==> config.mk <==
export PLATFORM = sky130hd
export DESIGN_NAME = result_mem_arbiter
export DESIGN_NICKNAME = d
export VERILOG_FILES = /design/src/rtl/result_mem_arbiter.sv
export SDC_FILE = /design/constraint.sdc
export NUM_CORES = 1
export LEC_CHECK = 0
export BUFFER_PORTS_ARGS = -buffer_cell sky130_fd_sc_hd__buf_4
export CORE_AREA = 2 2 547 549
export CTS_CLUSTER_DIAMETER = 50
export CTS_CLUSTER_SIZE = 12
export DETAILED_ROUTE_END_ITERATION = 12
export DIE_AREA = 0 0 549 551
export GPL_TIMING_DRIVEN = 1
export PLACE_DENSITY = 0.3
export SYNTH_ARGS = -nofsm -noshare
export SYNTH_HDL_FRONTEND = slang
export SYNTH_SLANG_ARGS = --single-unit
==> constraint.sdc <==
create_clock -name clk -period 3 [get_ports clk]
set_input_delay 0 -clock clk [delete_from_list [all_inputs] [get_ports clk]]
set_output_delay 0 -clock clk [all_outputs]
set_load 0.03 [all_outputs]
==> src/rtl/result_mem_arbiter.sv <==
// Shares one result-memory port between a row producer and two readers (A/B); writes win while the frame fills.
// Write ack and read grant are same-cycle; read data is valid one cycle after grant. Ineligible reads and writes in FULL stall.
module result_mem_arbiter #(
    parameter int element_width                   = 32,
    parameter int no_of_units                     = 8,
    parameter int number_of_equations_per_cluster = 9,
    parameter int rows = (number_of_equations_per_cluster + no_of_units - 1) / no_of_units
) (
    input  logic                                 clk,
    input  logic                                 rst_n,
    input  logic                                 wr_req,
    input  logic [element_width*no_of_units-1:0] wr_data,
    output logic                                 wr_ack,
    input  logic                                 rd_req_a,
    input  logic                                 rd_req_b,
    input  logic [31:0]                          rd_addr_a,
    input  logic [31:0]                          rd_addr_b,
    output logic                                 rd_gnt_a,
    output logic                                 rd_gnt_b,
    output logic                                 rd_valid_a,
    output logic                                 rd_valid_b,
    output logic [element_width*no_of_units-1:0] rd_data_a,
    output logic [element_width*no_of_units-1:0] rd_data_b,
    output logic                                 rd_err,
    output logic                                 frame_full,
    input  logic                                 frame_release,
    output logic [31:0]                          mem_address,
    output logic                                 mem_write_enable,
    output logic [element_width*no_of_units-1:0] mem_input_data,
    input  logic [element_width*no_of_units-1:0] mem_output
);

    localparam int          W      = element_width * no_of_units;
    localparam logic [31:0] ROWS_W = 32'(rows);

    typedef enum logic {
        FILL = 1'b0,
        FULL = 1'b1
    } state_t;

    state_t      state;
    state_t      state_nxt;
    logic [31:0] wr_count;
    logic        rr_b;
    logic        wr_acc;
    logic        elig_a;
    logic        elig_b;
    logic        gnt_a;
    logic        gnt_b;
    logic        oor_a;
    logic        oor_b;

    // Out-of-range addresses are granted immediately so the requester gets an error instead of a hang.
    assign oor_a  = (rd_addr_a >= ROWS_W);
    assign oor_b  = (rd_addr_b >= ROWS_W);
    assign elig_a = rd_req_a && ((state == FULL) || (rd_addr_a < wr_count) || oor_a);
    assign elig_b = rd_req_b && ((state == FULL) || (rd_addr_b < wr_count) || oor_b);

    always_ff @(posedge clk) begin
        if (!rst_n) begin
            state <= FILL;
        end else begin
            state <= state_nxt;
        end
    end

    always_comb begin
        state_nxt = state;
        case (state)
            FILL: if (wr_acc && (wr_count == ROWS_W - 32'd1)) state_nxt = FULL;
            FULL: if (frame_release) state_nxt = FILL;
            default: state_nxt = FILL;
        endcase
    end

    always_comb begin
        wr_acc           = 1'b0;
        gnt_a            = 1'b0;
        gnt_b            = 1'b0;
        mem_address      = 32'd0;
        mem_write_enable = 1'b0;
        mem_input_data   = '0;
        if (rst_n) begin
            if ((state == FILL) && wr_req) begin
                wr_acc           = 1'b1;
                mem_write_enable = 1'b1;
                mem_address      = wr_count;
                mem_input_data   = wr_data;
            end else if (elig_a && (!elig_b || !rr_b)) begin
                gnt_a       = 1'b1;
                mem_address = rd_addr_a;
            end else if (elig_b) begin
                gnt_b       = 1'b1;
                mem_address = rd_addr_b;
            end
        end
    end

    assign wr_ack     = wr_acc;
    assign rd_gnt_a   = gnt_a;
    assign rd_gnt_b   = gnt_b;
    assign frame_full = (state == FULL);

    always_ff @(posedge clk) begin
        if (!rst_n) begin
            wr_count <= 32'd0;
        end else if ((state == FULL) && frame_release) begin
            wr_count <= 32'd0;
        end else if (wr_acc) begin
            wr_count <= wr_count + 32'd1;
        end
    end

    // rr_b=1 gives B priority on the next tie; it always points away from the last granted reader.
    always_ff @(posedge clk) begin
        if (!rst_n) begin
            rr_b <= 1'b0;
        end else if (gnt_a) begin
            rr_b <= 1'b1;
        end else if (gnt_b) begin
            rr_b <= 1'b0;
        end
    end

    always_ff @(posedge clk) begin
        if (!rst_n) begin
            rd_valid_a <= 1'b0;
            rd_valid_b <= 1'b0;
            rd_err     <= 1'b0;
            rd_data_a  <= '0;
            rd_data_b  <= '0;
        end else begin
            rd_valid_a <= gnt_a;
            rd_valid_b <= gnt_b;
            rd_err     <= (gnt_a && oor_a) || (gnt_b && oor_b);
            if (gnt_a) rd_data_a <= oor_a ? {W{1'b0}} : mem_output;
            if (gnt_b) rd_data_b <= oor_b ? {W{1'b0}} : mem_output;
        end
    end

    a_one_grant: assert property (@(posedge clk) disable iff (!rst_n) !(gnt_a && gnt_b));
    a_count_bound: assert property (@(posedge clk) disable iff (!rst_n) wr_count <= ROWS_W);

endmodule

# Word-level counts from Yosys, hierarchy flattened
# Index checks and enable logic that the tools add are counted.
[classes]
addsub = 1
magnitude_cmp = 4
eq_ne = 1
muxes = 22
bitwise = 2
reduce_logical = 18
[op_table]
columns = ["operator", "count"]
rows = [
  ["256-bit two-way mux", 4],
  ["32-bit two-way mux", 4],
  ["32-bit by 2-bit greater-or-equal comparator with 1-bit output (second input constant)", 2],
  ["32-bit < comparator", 2],
  ["32-bit by 1-bit adder with 32-bit output (second input constant)", 1],
  ["32-bit by 1-bit == test with 1-bit output (second input constant)", 1],
  ["1-bit two-way mux", 13],
  ["1-bit logical AND", 8],
  ["1-bit logical OR", 6],
  ["1-bit zero test", 2],
  ["1-bit inverter", 2],
  ["1-bit case mux with 2 select lines", 1],
  ["2-bit nonzero test", 1],
  ["2-bit OR reduction", 1],
]
[word_totals]
reg_bits = 549
word_cells = 56

# Logic depth before layout (Yosys ltp)
# Gate-level depths: netlist (run 1).
[logic_depth]
ltp_word = 12
ltp_mapped = 12
mapped_depth_nobuf = 9

# Worst setup path before layout (run 1)
# No wires, ideal clock.
[synth_timing]
path_type = "register to output"
start = "reg wr_count[15]"
end = "out mem_address[17]"
arrival_ns = 3.138
t_required_ns = 3.000
slack_ns = -0.138
stages_incl_launch_ff = 12
n_path_buf = 2
path_cell_list = "dfxtp_1 -> inv_1 -> ha_1 -> nand2_1 -> nor4_1 -> or4b_1 -> a31oi_1 -> o211a_1 -> buf_2 -> buf_2 -> a21oi_1 -> a211oi_1"
[synth_via]
elab_chain_cells = 10
word_cells_on_any_way = 15
cone_classes = "order compare: 2; mux: 4; reduce/logical: 9"
[synth_lines]
columns = ["element", "line", "text"]
rows = [
  ["start, declared", "43", "logic [31:0] wr_count;"],
  ["start signal, assigned", "110", "wr_count <= wr_count + 32'd1;"],
  ["32-bit < comparator", "57", "assign elig_b = rd_req_b && ((state == FULL) || (rd_addr_b < wr_count) || oor_b);"],
  ["1-bit logical OR (2 in a row)", "57", ""],
  ["1-bit logical AND", "57", ""],
  ["1-bit zero test", "89", "end else if (elig_a && (!elig_b || !rr_b)) begin"],
  ["1-bit logical OR", "89", ""],
  ["1-bit logical AND", "89", ""],
  ["32-bit two-way mux *", "89", ""],
  ["32-bit two-way mux *", "84", "if ((state == FILL) && wr_req) begin"],
  ["32-bit two-way mux *", "83", "if (rst_n) begin"],
  ["end, declared", "27", "output logic [31:0] mem_address,"],
]
# Every way passes the cells marked *; elsewhere a longest branch is shown, timed or not.

# Worst setup path after layout (run 1)
[layout_timing]
start = "reg wr_count[12]"
end = "out mem_address[12]"
[layout_via]
elab_chain_cells = 10
word_cells_on_any_way = 15
cone_classes = "order compare: 2; mux: 4; reduce/logical: 9"
[layout_lines]
columns = ["element", "line"]
rows = [
  ["32-bit < comparator", "57"],
  ["1-bit logical OR (2 in a row)", "57"],
  ["1-bit logical AND", "57"],
  ["1-bit zero test", "89"],
  ["1-bit logical OR", "89"],
  ["1-bit logical AND", "89"],
  ["32-bit two-way mux", "89"],
  ["32-bit two-way mux *", "84"],
  ["32-bit two-way mux *", "83"],
]
# Marked as above.

==> results of run 1 <==
power groups by stage:
stage,Combinational (W),Clock (W),Sequential [W]
2_1_floorplan,0.00138,0,0.00747
3_3_place_gp,0.00374,0,0.00747
3_5_place_dp,0.00373,0,0.00747
4_1_cts,0.00453,0.0135,0.00731
5_1_grt,0.00495,0.0137,0.00731
6_report,0.00469,0.0131,0.00731
metal layers:
layer / vias to the layer above / track usage
met3: 391 / 0.0549
met4: 14 / 0.0607
li1: 16700 / -
met1: 18200 / 0.178
met2: 1453 / 0.300
met5: - / 0
stage by stage:
stage / instance area, sq um / setup TNS (ns) / total power, W
after floorplan: 27800 / 0 / 0.00885
after global placement: 45200 / -147.93 / 0.0112
after detailed placement: 45200 / -129.61 / 0.0112
after CTS: 53700 / -98.80 / 0.0253
after global routing: 54900 / -214.37 / 0.0260
final: 55000 / -150.67 / 0.0251
flip-flops by register name (all words and copies together), names as in the netlist:
name	flops
frame_full	1
rd_data_a	256
rd_data_b	256
rd_err	1
rd_valid_a	1
rd_valid_b	1
rr_b	1
wr_count	32
final cells by class:
cell class	instances	area share
inverter	33	0.00239
tap	3939	0.0897
clock inverter	70	0.0159
timing repair buffer	2112	0.345
multi-input combinational	2483	0.290
sequential	549	0.200
clock buffer	133	0.0545
antenna	40	0.00182
cells in the mapped netlist, types with 2 or more instances:
| library cell | instances |
|---|---|
| a31oi_1 | 2 |
| nor4_1 | 27 |
| nor2b_1 | 3 |
| a21oi_1 | 574 |
| dfxtp_1 | 549 |
| o21a_1 | 3 |
| a221oi_1 | 3 |
| nand4_1 | 274 |
| or3_1 | 2 |
| a211o_1 | 6 |
| ha_1 | 64 |
| and4_1 | 4 |
| nand2_1 | 290 |
| buf_6 | 3 |
| nor2_1 | 41 |
| buf_4 | 26 |
| nor3_1 | 10 |
| buf_2 | 21 |
| and2_1 | 256 |
| nand2b_1 | 5 |
| clkbuf_1 | 389 |
| o211a_1 | 2 |
| buf_1 | 11 |
| a211oi_1 | 2 |
| a32oi_1 | 30 |
| or2_2 | 2 |
| inv_1 | 32 |
| nand3_1 | 17 |
| o31ai_1 | 257 |
| or4_1 | 256 |
| xnor2_1 | 28 |
| and3_1 | 7 |
| o21ai_0 | 299 |
critical path, cell delays in order (launching register included):
cell and delay, ns:
dfxtp_2 0.33, inv_2 0.05, ha_4 0.26, nand2_4 0.05
nor4_2 0.24, buf_4 0.16, or4b_4 0.49, and3_4 0.20
o211a_4 0.31, buf_12 0.15, buf_16 0.13, a32oi_4 0.24
a21oi_4 0.11, buf_6 0.16
repair_timing:
| action | CTS | global route |
|---|---|---|
| hold buffers | 264 | 0 |
| setup buffers | 47 | 26 |
| resized for setup | 238 | 101 |
| endpoints found under the setup margin | 675 | 548 |
| pin swaps | 190 | 137 |
| endpoints found under the hold margin | 515 | 0 |
| gates cloned | 19 | 22 |
cell families after synthesis:
kind of cell               count (synthesis)  synth area share
DFF                                      549             0.395
buffers and inverters                    483            0.0704
and+or+nand+nor                         1203             0.252
AOI/OAI and AO/OA                       1188             0.245
adders and majority gates                 64            0.0288
xor gates and xnor gates                  28           0.00881
path summary, 6_finish.rpt:
path	from	end	slack, ns	cells past startpoint
max reg2reg	wr_count[12]$_SDFFE_PP0P_	rd_data_b[129]$_SDFFE_PN0P_	-0.41	15
min	mem_output[135]	rd_data_b[135]$_SDFFE_PN0P_	0.1	4
max	wr_count[12]$_SDFFE_PP0P_	mem_address[12]	-0.65	13
min reg2reg	rd_data_a[223]$_SDFFE_PN0P_	rd_data_a[223]$_SDFFE_PN0P_	0.46	2
==> impl_metrics.yaml, run 1 <==
final_layout:
  fill_cells: 33500
  drive_gt1_frac: 0.413
  postLayoutCoreUtil: 0.185
  most-common-layout-cells: "buf_4, dfxtp_1, a21oi_1, o21ai_0, nand2_1"
  syn_to_final_growth_pct: 97.5
  multi_input_area_sq_um: 16000
  seqCellArea_sq_um: 11000
  final_common_cell: "buf_4"
  fin_cells: 9359
  final_nets: 5933
pwr:
  leakage_nw: 21.1
  power_frac_clock: 0.521
  powerDensity_nw_per_um2: 457
  p_comb_frac: 0.187
  ir_drop_mv: 0.471
  p_int_w: 0.0175
  p_sw_w: 0.00761
  swShare: 0.304
  seq_power_share: 0.292
timing:
  report.final.slew_viol_count: 0
  period_minus_slack_ns: 3.65
  max_freq_mhz: 274
  fin_skew_ns: 0.0671
  timing.final.ws_setup_ns: -0.647
  setup_viol_count_final: 544
  hold_slack_ns: 0.0995
  fin_crit_sh: 1.22
  rsz0062_at_grt: "true"
  finalHoldViolations: 0
  tightest_slew_ns: 0.924
  relSlewSlack: 0.384
drt:
  drt_wl_total_um: 269000
  drt_iter0_markers: 2553
  met3_length_um: 21400
  vias: 36800
  viasPerCell: 3.94
  wl_per_cell_um: 28.7
  antenna_left: 0
  drcViolationCount: 0
  drt_pre_antenna_iters: 5
  highest_layer: "met5"
  dr_wl_met2_um: 137000
  met1Wirelength_um: 99800
job:
  cap_viol_max_count: 0
die:
  dieArea_sq_um: 302000
  rows: 200
  core_area_sq_um: 296000
  die_w_um: 549
  io_pins: 1390
  start_util: 0.0939
  die_h_um: 551
clock_network:
  clockBufferDepth: 3
  cts_sinks: 549
  cts_root_buf: "clkbuf_16"
  cts_inserted_buffers: 108
  clk_pin_slew_ns: 0.05
  clkLatencyLatePin_ns: 0.75
  cts_tree: "built"
  h-tree-depth: 3
grt:
  grt.total_usage: 0.166
  antenna_found_initial: 101
  grt_max_degree: 121
  grt_pass1_vias: 36500
  gr-total-overflow: 0
  grt_pass1_wl_um: 345000
yosys:
  synth.top_cell.area_share: 0.395
  synth_cells: 3515
  synth_largest_area_cell: "dfxtp_1"
  ys_seq_elements: 549
  syn_area_sq_um: 27800
  synth_cell_types: 53
  synthArstFlopShare: 0
  yosysWarnings: 0
  yosys-top-cells-area: "dfxtp_1, a21oi_1, o31ai_1"
  ys.flop_type: "dfxtp_1"
  synth_fp_nets: 4161
  synth-edff-count: 0
  post_synth.cell_area_avg_sq_um: 7.92
  ys_seq_area_frac: 0.395
place:
  globalplace.congestion: 0.985
  placed_cells: 8756
  portBuffers: 1389
  dp_slack_ns: -0.448
  dp_hpwl_um: 212000
worst_setup_path:
  critical_path_required_ns: 3.00
  worstPathArrival_ns: 3.65
  critPathCaptureType: "output port"
  worstSetupPathType: "flip-flop to output port"
  worst-path-max-fanout: 7
  startpoint_type: "flip-flop"
outcome:
  status: "finished, violations left"
  violations: "negative setup slack"
hold_path:
  worstHoldPathType: "input port to flip-flop"
Note: power is estimated with default switching activity, not from simulation.
==> run 2, diff against run 1 <==
Settings changed: BUFFER_PORTS_ARGS -buffer_cell sky130_fd_sc_hd__buf_4 to -buffer_cell sky130_fd_sc_hd__buf_2, SKIP_LAST_GASP set to 1.
==> impl_metrics.yaml, run 2 (synthesis gave the netlist of run 1 again) <==
outcome:
  status: "finished, violations left"
  violations: "negative setup slack"
clock_network:
  cts_tree: "built"
  clkLatencyLatePin_ns: 0.75
  clk_pin_slew_ns: 0.06
  cts_sinks: 549
  cts_root_buf: "clkbuf_16"
  cts_inserted_buffers: 107
  h-tree-depth: 3
  clockBufferDepth: 3
worst_setup_path:
  critPathCaptureType: "output port"
  startpoint_type: "flip-flop"
  cpPeakStageDelay_ns: 0.48
  cp_top_family: "simple AND/OR/NAND/NOR gates"
  worstPathArrival_ns: 3.71
  cpMaxStageDelayCell: "or4b_4"
  worstSetupPathType: "flip-flop to output port"
  path_buf_inv: 5
  critical_path_required_ns: 3.00
  worstPathCellList: "inv_2 -> ha_4 -> nand2_2 -> nor4_2 -> buf_4 -> or4b_4 -> and3_4 -> o211a_4 -> buf_16 -> a32oi_4 -> a21oi_2 -> buf_6 -> buf_12"
  worst-path-max-fanout: 4
drt:
  antenna_left: 0
  drcViolationCount: 0
  drt_iter0_markers: 2588
  wl_per_cell_um: 28.0
  vias: 37100
  drt_wl_total_um: 263000
  drt_pre_antenna_iters: 7
  viasPerCell: 3.95
final_layout:
  fill_cells: 33800
  syn_to_final_growth_pct: 84.5
  fin_area_sq_um: 51300
  fin_cells: 9387
  top_regs: "rd_data_a x256, rd_data_b x256, wr_count x32"
  drive_gt1_frac: 0.411
  final_nets: 5896
  final_common_cell: "buf_2"
  most-common-layout-cells: "buf_2, dfxtp_1, a21oi_1, o21ai_0, nand2_1"
timing:
  setup_viol_count_final: 547
  fin_crit_sh: 1.24
  relSlewSlack: 0.386
  rsz0062_at_grt: "true"
  tightest_slew_ns: 0.920
  finalHoldViolations: 0
  max_freq_mhz: 269
  report.final.slew_viol_count: 0
  period_minus_slack_ns: 3.71
  timing.final.ws_setup_ns: -0.713
  fin_skew_ns: 0.0629
die:
  core_area_sq_um: 296000
  io_pins: 1390
  die_w_um: 549
  start_util: 0.0939
  die_h_um: 551
  rows: 200
  dieArea_sq_um: 302000
pwr:
  ir_drop_mv: 0.517
  powerDensity_nw_per_um2: 485
  leakage_nw: 20.3
place:
  placed_cells: 8711
  placed_cell_area_sq_um: 41300
  globalplace.congestion: 1.02
  dp_hpwl_um: 208000
  portBuffers: 1389
  dp_slack_ns: -0.544
grt:
  gr-total-overflow: 0
  grt.total_usage: 0.162
  grt_pass1_vias: 36100
  grt_max_degree: 139
  antenna_found_initial: 155
  grt_pass1_wl_um: 338000
job:
  cap_viol_max_count: 0
hold_path:
  worstHoldPathType: "input port to flip-flop"
run 2: cell types whose count changed in the layout (fill, tap and decap cells not counted), moves of 10 or more:
cell	delta
a21oi_2	+25
or4_1	-12
clkinvlp_4	+13
buf_4	-1374
buf_16	-11
diode_2	+64
a21oi_1	-24
or4_4	+12
dlygate4sd3_1	+13
buf_2	+1353
inv_2	-10
run 2: cell type report:
class / instances / area (sq um) / share of cell area
multi-input cells: 2483 / 16100 / 0.313
repair buffers: 2076 / 15000 / 0.292
flip-flops and latches: 549 / 11000 / 0.214
well taps: 3939 / 4930 / 0.0960
clock buffers: 121 / 2840 / 0.0553
clock inverters: 82 / 1090 / 0.0212
diodes: 104 / 260 / 0.00507
inverters: 33 / 134 / 0.00261
run 2: report_power, final:
| part | switching [W] | internal, W | total [W] |
|---|---|---|---|
| combinational | 0.00264 | 0.00158 | 0.00422 |
| sequential | 0.00000728 | 0.00730 | 0.00731 |
| clock | 0.00496 | 0.00838 | 0.0133 |
| total | 0.00761 | 0.0173 | 0.0249 |
run 2: worst paths after layout:
| check | end | startpoint | depth (start not counted) | slack [ns] |
|---|---|---|---|---|
| worst max-delay path | mem_address[4] | wr_count[9]$_SDFFE_PP0P_ | 13 | -0.71 |
| worst min-delay path | rd_data_b[216]$_SDFFE_PN0P_ | mem_output[216] | 4 | 0.09 |
| worst max register to register | rd_data_b[162]$_SDFFE_PN0P_ | wr_count[9]$_SDFFE_PP0P_ | 17 | -0.49 |
| worst min register to register | rd_data_a[83]$_SDFFE_PN0P_ | rd_data_a[83]$_SDFFE_PN0P_ | 2 | 0.46 |
run 2: worst min-delay path: stages:
cell and delay, ns:
dlygate4sd3_1 0.53, buf_2 0.14, nand4_1 0.06, a21oi_1 0.06
run 2: what timing repair did:
| item | CTS | global route |
|---|---|---|
| setup endpoints to repair | 699 | 700 |
| hold buffers | 277 | 0 |
| hold endpoints to repair | 546 | 0 |
| buffers inserted | 32 | 40 |
| pin swaps | 55 | 187 |
| cloned | 9 | 24 |
| resized for setup | 213 | 151 |
run 2: metal layers:
metal  wire, um  part of all wire  track usage
met5         84           0.00032            0
met4      11000             0.042       0.0669
met3      24900             0.095       0.0653
met2     132000              0.50        0.289
met1      94500              0.36        0.168
run 2: metrics by stage:
stage | setup TNS [ns] | util | hold slack, ns | total power (W)
after detailed placement | -161.67 | 0.140 | 0.282 | 0.0108
after CTS | -129.49 | 0.167 | 0.000736 | 0.0251
final | -164.12 | 0.173 | 0.0905 | 0.0249
after global placement | -204.89 | 0.140 | 0.283 | 0.0108
after floorplan | 0 | - | 0.154 | 0.00885
after global routing | -243.50 | 0.173 | 0.0539 | 0.0258
